`src/rtl/muli_elastic_pipe.sv`:
```
// Elastic integer multiplier: fixed-latency, never-stalling datapath feeding an
// output FIFO. A credit counter admits new operand pairs only when a FIFO slot
// is guaranteed for them, so the datapath never has to stall.
module muli_elastic_pipe #(
  parameter int unsigned DATA_TYPE  = 32,
  parameter int unsigned LATENCY    = 4,
  parameter int unsigned FIFO_DEPTH = 4
) (
  input  logic                 clk,
  input  logic                 rst,
  input  logic [DATA_TYPE-1:0] lhs,
  input  logic                 lhs_valid,
  input  logic [DATA_TYPE-1:0] rhs,
  input  logic                 rhs_valid,
  input  logic                 result_ready,
  output logic [DATA_TYPE-1:0] result,
  output logic                 result_valid,
  output logic                 lhs_ready,
  output logic                 rhs_ready
);

  localparam int unsigned CntW = $clog2(FIFO_DEPTH + 1);
  localparam int unsigned PtrW = (FIFO_DEPTH > 1) ? $clog2(FIFO_DEPTH) : 1;

  logic [CntW-1:0]      count_q, count_d;
  logic [CntW-1:0]      occ_q, occ_d;
  logic [PtrW-1:0]      wr_ptr_q, wr_ptr_d;
  logic [PtrW-1:0]      rd_ptr_q, rd_ptr_d;
  logic [DATA_TYPE-1:0] mem_q [FIFO_DEPTH];

  logic                 pop;
  logic                 credit_ok;
  logic                 accept;
  logic                 push;
  logic [DATA_TYPE-1:0] push_data;

  // Handshake: a same-cycle pop frees a credit; readies are forced low in reset.
  assign result_valid = (occ_q != '0);
  assign result       = mem_q[rd_ptr_q];
  assign pop          = result_valid & result_ready;
  assign credit_ok    = (count_q < CntW'(FIFO_DEPTH)) | pop;
  assign lhs_ready    = rst & rhs_valid & credit_ok;
  assign rhs_ready    = rst & lhs_valid & credit_ok;
  assign accept       = rst & lhs_valid & rhs_valid & credit_ok;

  // Datapath: LATENCY-1 register stages, the FIFO write is the final stage.
  if (LATENCY == 1) begin : g_lat1
    assign push      = accept;
    assign push_data = lhs * rhs;
  end else begin : g_pipe
    logic                 s0_valid_q;
    logic [DATA_TYPE-1:0] s0_lhs_q, s0_rhs_q;
    logic [DATA_TYPE-1:0] prod;

    // Stage 0 valid: records whether an accept happened this edge.
    always_ff @(posedge clk) begin
      if (!rst) s0_valid_q <= 1'b0;
      else      s0_valid_q <= accept;
    end

    // Stage 0 operands: only loaded on accept, otherwise don't-care.
    always_ff @(posedge clk) begin
      if (accept) begin
        s0_lhs_q <= lhs;
        s0_rhs_q <= rhs;
      end
    end

    assign prod = s0_lhs_q * s0_rhs_q;

    if (LATENCY == 2) begin : g_direct
      assign push      = s0_valid_q;
      assign push_data = prod;
    end else begin : g_tail
      localparam int unsigned TailN = LATENCY - 2;
      logic [TailN-1:0]     tail_valid_q;
      logic [DATA_TYPE-1:0] tail_data_q [TailN];

      // Tail valids shift unconditionally; bubbles travel like data.
      always_ff @(posedge clk) begin
        if (!rst) begin
          tail_valid_q <= '0;
        end else begin
          tail_valid_q[0] <= s0_valid_q;
          for (int i = 1; i < int'(TailN); i++) tail_valid_q[i] <= tail_valid_q[i-1];
        end
      end

      // Tail data shifts alongside its valid bit.
      always_ff @(posedge clk) begin
        tail_data_q[0] <= prod;
        for (int i = 1; i < int'(TailN); i++) tail_data_q[i] <= tail_data_q[i-1];
      end

      assign push      = tail_valid_q[TailN-1];
      assign push_data = tail_data_q[TailN-1];
    end
  end

  // Next-state for credits, FIFO occupancy and wrapping pointers.
  always_comb begin
    count_d  = count_q + CntW'(accept) - CntW'(pop);
    occ_d    = occ_q + CntW'(push) - CntW'(pop);
    wr_ptr_d = wr_ptr_q;
    rd_ptr_d = rd_ptr_q;
    if (push) wr_ptr_d = (wr_ptr_q == PtrW'(FIFO_DEPTH - 1)) ? '0 : wr_ptr_q + PtrW'(1);
    if (pop)  rd_ptr_d = (rd_ptr_q == PtrW'(FIFO_DEPTH - 1)) ? '0 : rd_ptr_q + PtrW'(1);
  end

  // Control state with synchronous active-low reset.
  always_ff @(posedge clk) begin
    if (!rst) begin
      count_q  <= '0;
      occ_q    <= '0;
      wr_ptr_q <= '0;
      rd_ptr_q <= '0;
    end else begin
      count_q  <= count_d;
      occ_q    <= occ_d;
      wr_ptr_q <= wr_ptr_d;
      rd_ptr_q <= rd_ptr_d;
    end
  end

  // FIFO storage write.
  always_ff @(posedge clk) begin
    if (push) mem_q[wr_ptr_q] <= push_data;
  end

`ifndef SYNTHESIS
  // Credit accounting must make overflow impossible.
  always_ff @(posedge clk) begin
    if (rst) begin
      assert (!(push && occ_q == CntW'(FIFO_DEPTH))) else $error("push into full fifo");
      assert (count_q <= CntW'(FIFO_DEPTH)) else $error("credit count overflow");
    end
  end
`endif

endmodule

```
`config.mk`:
```
export PLATFORM = sky130hd
export DESIGN_NAME = muli_elastic_pipe
export DESIGN_NICKNAME = d
export VERILOG_FILES = /design/src/rtl/muli_elastic_pipe.sv
export SDC_FILE = /design/constraint.sdc
export NUM_CORES = 1
export LEC_CHECK = 0
export BUFFER_PORTS_ARGS = -buffer_cell sky130_fd_sc_hd__buf_4
export CORE_MARGIN = 1.5
export CORE_UTILIZATION = 65
export CTS_CLUSTER_DIAMETER = 120
export DETAILED_ROUTE_END_ITERATION = 16
export PLACE_DENSITY_LB_ADDON = 0.08
export SYNTH_ARGS = -nofsm -noshare
export SYNTH_HDL_FRONTEND = slang
export SYNTH_SLANG_ARGS = --single-unit
```
`constraint.sdc`:
```
create_clock -name clk -period 12.9 [get_ports clk]
set_clock_uncertainty 0.05 [all_clocks]
set_input_delay 1.29 -clock clk [delete_from_list [all_inputs] [get_ports clk]]
set_output_delay 1.29 -clock clk [all_outputs]
set_load 0.02 [all_outputs]
```
==> flow_summary.toml <==
[layout]
synthToLayoutAreaGrowth_pct = 8.66
mostFrequentLayoutCell = "inv_1"
nets = 2792
fill_cells = 2616
final_cells = 2670
diodes = 0
drive_gt1_frac = 0.0967
mostFrequentLayoutCells = "inv_1 (412), fa_1 (410), and2_1 (305), nand2_1 (257), edfxtp_1 (192)"

[synthesis]
ys.flop_type = "edfxtp_1"
syn_area_mm2 = 0.0243
synth-simple-area-share = 0.127
synth_nets = 2735
syn_avg_cell_area_um2 = 11.4
synth_fa_ha_area_frac = 0.406
synth-edff-count = 192
syn_inst = 2124
synth.area.mux_share = 0.0305
synth_seq_cells = 271
synth_compound_area_frac = 0.0234
yosysSeqAreaShare = 0.303
synth_top_family_by_area = "adder cells"
async_reset_ff_frac = 0
ys_types = 45
synth_xor_xnor_area_share = 0.0314
yosysWarnings = 0

[sta]
setup_viol_count_final = 0
holdWs_ns = 0.271
fin_crit_sh = 0.587
tightest_slew_ns = 1.04
period_needed_ns = 7.57
hold_viol = 0
maxSlewViolCount = 0
relSlewSlack = 0.305
rsz0062_at_grt = "no"
fin_tns_setup_ns = 0
max_freq_mhz = 132

[place]
gp_congestion = 0.902
dp_cells = 2619
portBuffers = 103
dp_hpwl_um = 39600

[worst_setup_path]
cpPeakStageDelay_ns = 1.04
worst_setup_path_start_kind = "register"
crit_arrival_ns = 7.97
cp_max_fo = 26
critPathRequiredTime_ns = 13.30
slowest_stage = "edfxtp_1"
reg2reg_depth = 22
crit_top_cell = "fa_1"
crit_type = "register to register"
path_cells = "and2_1 -> fa_1 -> fa_1 -> fa_1 -> inv_1 -> fa_1 -> inv_1 -> fa_1 -> inv_1 -> fa_1 -> inv_1 -> fa_1 -> fa_1 -> ha_1 -> a211oi_1 -> nand2_1 -> o22a_1 -> nand3_1 -> a21oi_1 -> o41ai_4 -> o21ai_2 -> xnor2_1"
crit_path_end_kind = "register"

[global_routing]
antenna_found_initial = 0
grt.total_usage = 0.293
grt_pass1_vias = 16478
grt_first_pass_wirelength_um = 85900
grt_start_max_net_pins = 65
grt_overflow_total = 0

[worst_hold_path]
hp-class = "register to register"
holdPathStages = 0

[route]
vias = 14639
vias_per_cell = 5.48
drc = 0
routedWlPerCell_um = 19.6
first_pass_iters = 5
wl_um = 52200
first_iter_violations = 736
antenna_left = 0

[clocking]
cts_max_level = 1
cts-root-buf = "clkbuf_16"
clk_latency_ns = 0.58
path_clk_slew_ns = 0.07
cts.repair.resized = 0
cts_buffers = 28
cts_tree = "done"
post_cts_buffers = 0
holdBufCountCts = 0
clock_sinks = 271
clk_path_buf_depth = 3

[floorplanning]
design.core.area_mm2 = 0.0367
die_area_mm2 = 0.0385
ios = 104
die_y_um = 196
die_w_um = 196
start_util = 0.661
rows = 70

[status]
outcome = "finished clean"

[run]
cap_violations = 0
[cells in the mapped netlist, types with 2 or more instances]
cell / number / area [um2]
o21a_1: 6 / 45.0
a21o_1: 8 / 60.1
xnor2_1: 71 / 622
nor2b_1: 6 / 37.5
edfxtp_1: 192 / 5770
o21ai_2: 3 / 26.3
fa_1: 410 / 8210
nand2_1: 257 / 965
a21boi_0: 3 / 22.5
a21oi_1: 23 / 115
nand2b_1: 7 / 43.8
ha_1: 132 / 1650
inv_1: 413 / 1550
mux2i_1: 2 / 20.0
clkbuf_1: 87 / 327
dfxtp_1: 79 / 1580
nand3_1: 5 / 25.0
a211oi_1: 3 / 22.5
xor2_1: 16 / 140
o21bai_1: 6 / 45.0
buf_2: 6 / 30.0
mux4_2: 32 / 721
nor3_1: 4 / 20.0
and2_1: 305 / 1910
nor2_1: 17 / 63.8
o221ai_1: 3 / 26.3
o21ai_0: 10 / 50.1
[final timing paths]
| kind | start | end | slack (ns) |
|---|---|---|---|
| setup / recovery | g_pipe.s0_rhs_q[6] | g_pipe.g_tail.tail_data_q[0][31] | 5.33 |
| hold / removal | g_pipe.g_tail.tail_data_q[0][9] | g_pipe.g_tail.tail_data_q[0][41] | 0.27 |
| setup reg to reg | g_pipe.s0_rhs_q[6] | g_pipe.g_tail.tail_data_q[0][31] | 5.33 |
| hold reg to reg | g_pipe.g_tail.tail_data_q[0][9] | g_pipe.g_tail.tail_data_q[0][41] | 0.27 |
[registers in the layout, summed over array words and instances, names as in the netlist, named ones only]
name                        flops
g_pipe.g_tail.tail_valid_q      2
g_pipe.s0_valid_q               1
g_pipe.s0_rhs_q                32
g_pipe.s0_lhs_q                32
g_pipe.g_tail.tail_data_q      64
occ_q                           3
count_q                         3
wr_ptr_q                        2
rd_ptr_q                        2
mem_q                         128
[cells by family (layout without fill, tap and decap cells)]
logic type	after synthesis	in the layout
xor gates and xnor gates	87	87
and+or+nand+nor	604	604
adders and majority gates	542	542
buffers and inverters	508	586
AOI/OAI and AO/OA	78	78
muxes	34	34
DFF	271	271
[worst max-delay path, delay by kind of cell, from the launching register on]
| family | cells | cell delay, ns |
|---|---|---|
| AOI/OAI and AO/OA | 5 | 1.23 |
| xor gates and xnor gates | 1 | 0.15 |
| adders and majority gates | 9 | 4.22 |
| buffers and inverters | 4 | 0.22 |
| DFF | 1 | 1.04 |
| and+or+nand+nor | 3 | 0.51 |
[per-layer routing]
layer / global-route usage / vias to the layer above / part of all wire
met4: 0.128 / 0 / 0.044
met3: 0.0423 / 107 / 0.051
li1: - / 6554 / -
met5: 0 / - / 0
met2: 0.512 / 420 / 0.50
met1: 0.368 / 7558 / 0.40
[cell type report]
| type | count | area (um2) | share of cell area |
|---|---|---|---|
| clock buffers | 39 | 825 | 0.0313 |
| inverters | 413 | 1550 | 0.0588 |
| clock inverters | 12 | 141 | 0.00536 |
| multi-input cells | 1345 | 15000 | 0.569 |
| repair buffers | 122 | 916 | 0.0347 |
| well taps | 468 | 586 | 0.0222 |
| flip-flops and latches | 271 | 7350 | 0.279 |
[through the flow]
stage	util	worst slack, ns	instance area, um2
after detailed placement	0.692	5.40	25400
after global placement	0.692	5.64	25400
after global routing	0.719	5.07	26400
after floorplan	-	6.22	24300
final	0.719	5.33	26400
after CTS	0.719	5.40	26400
Power is left out: the tool's default activity adds up to more than one toggle a clock period on the data nets, which glitch-free logic cannot reach.
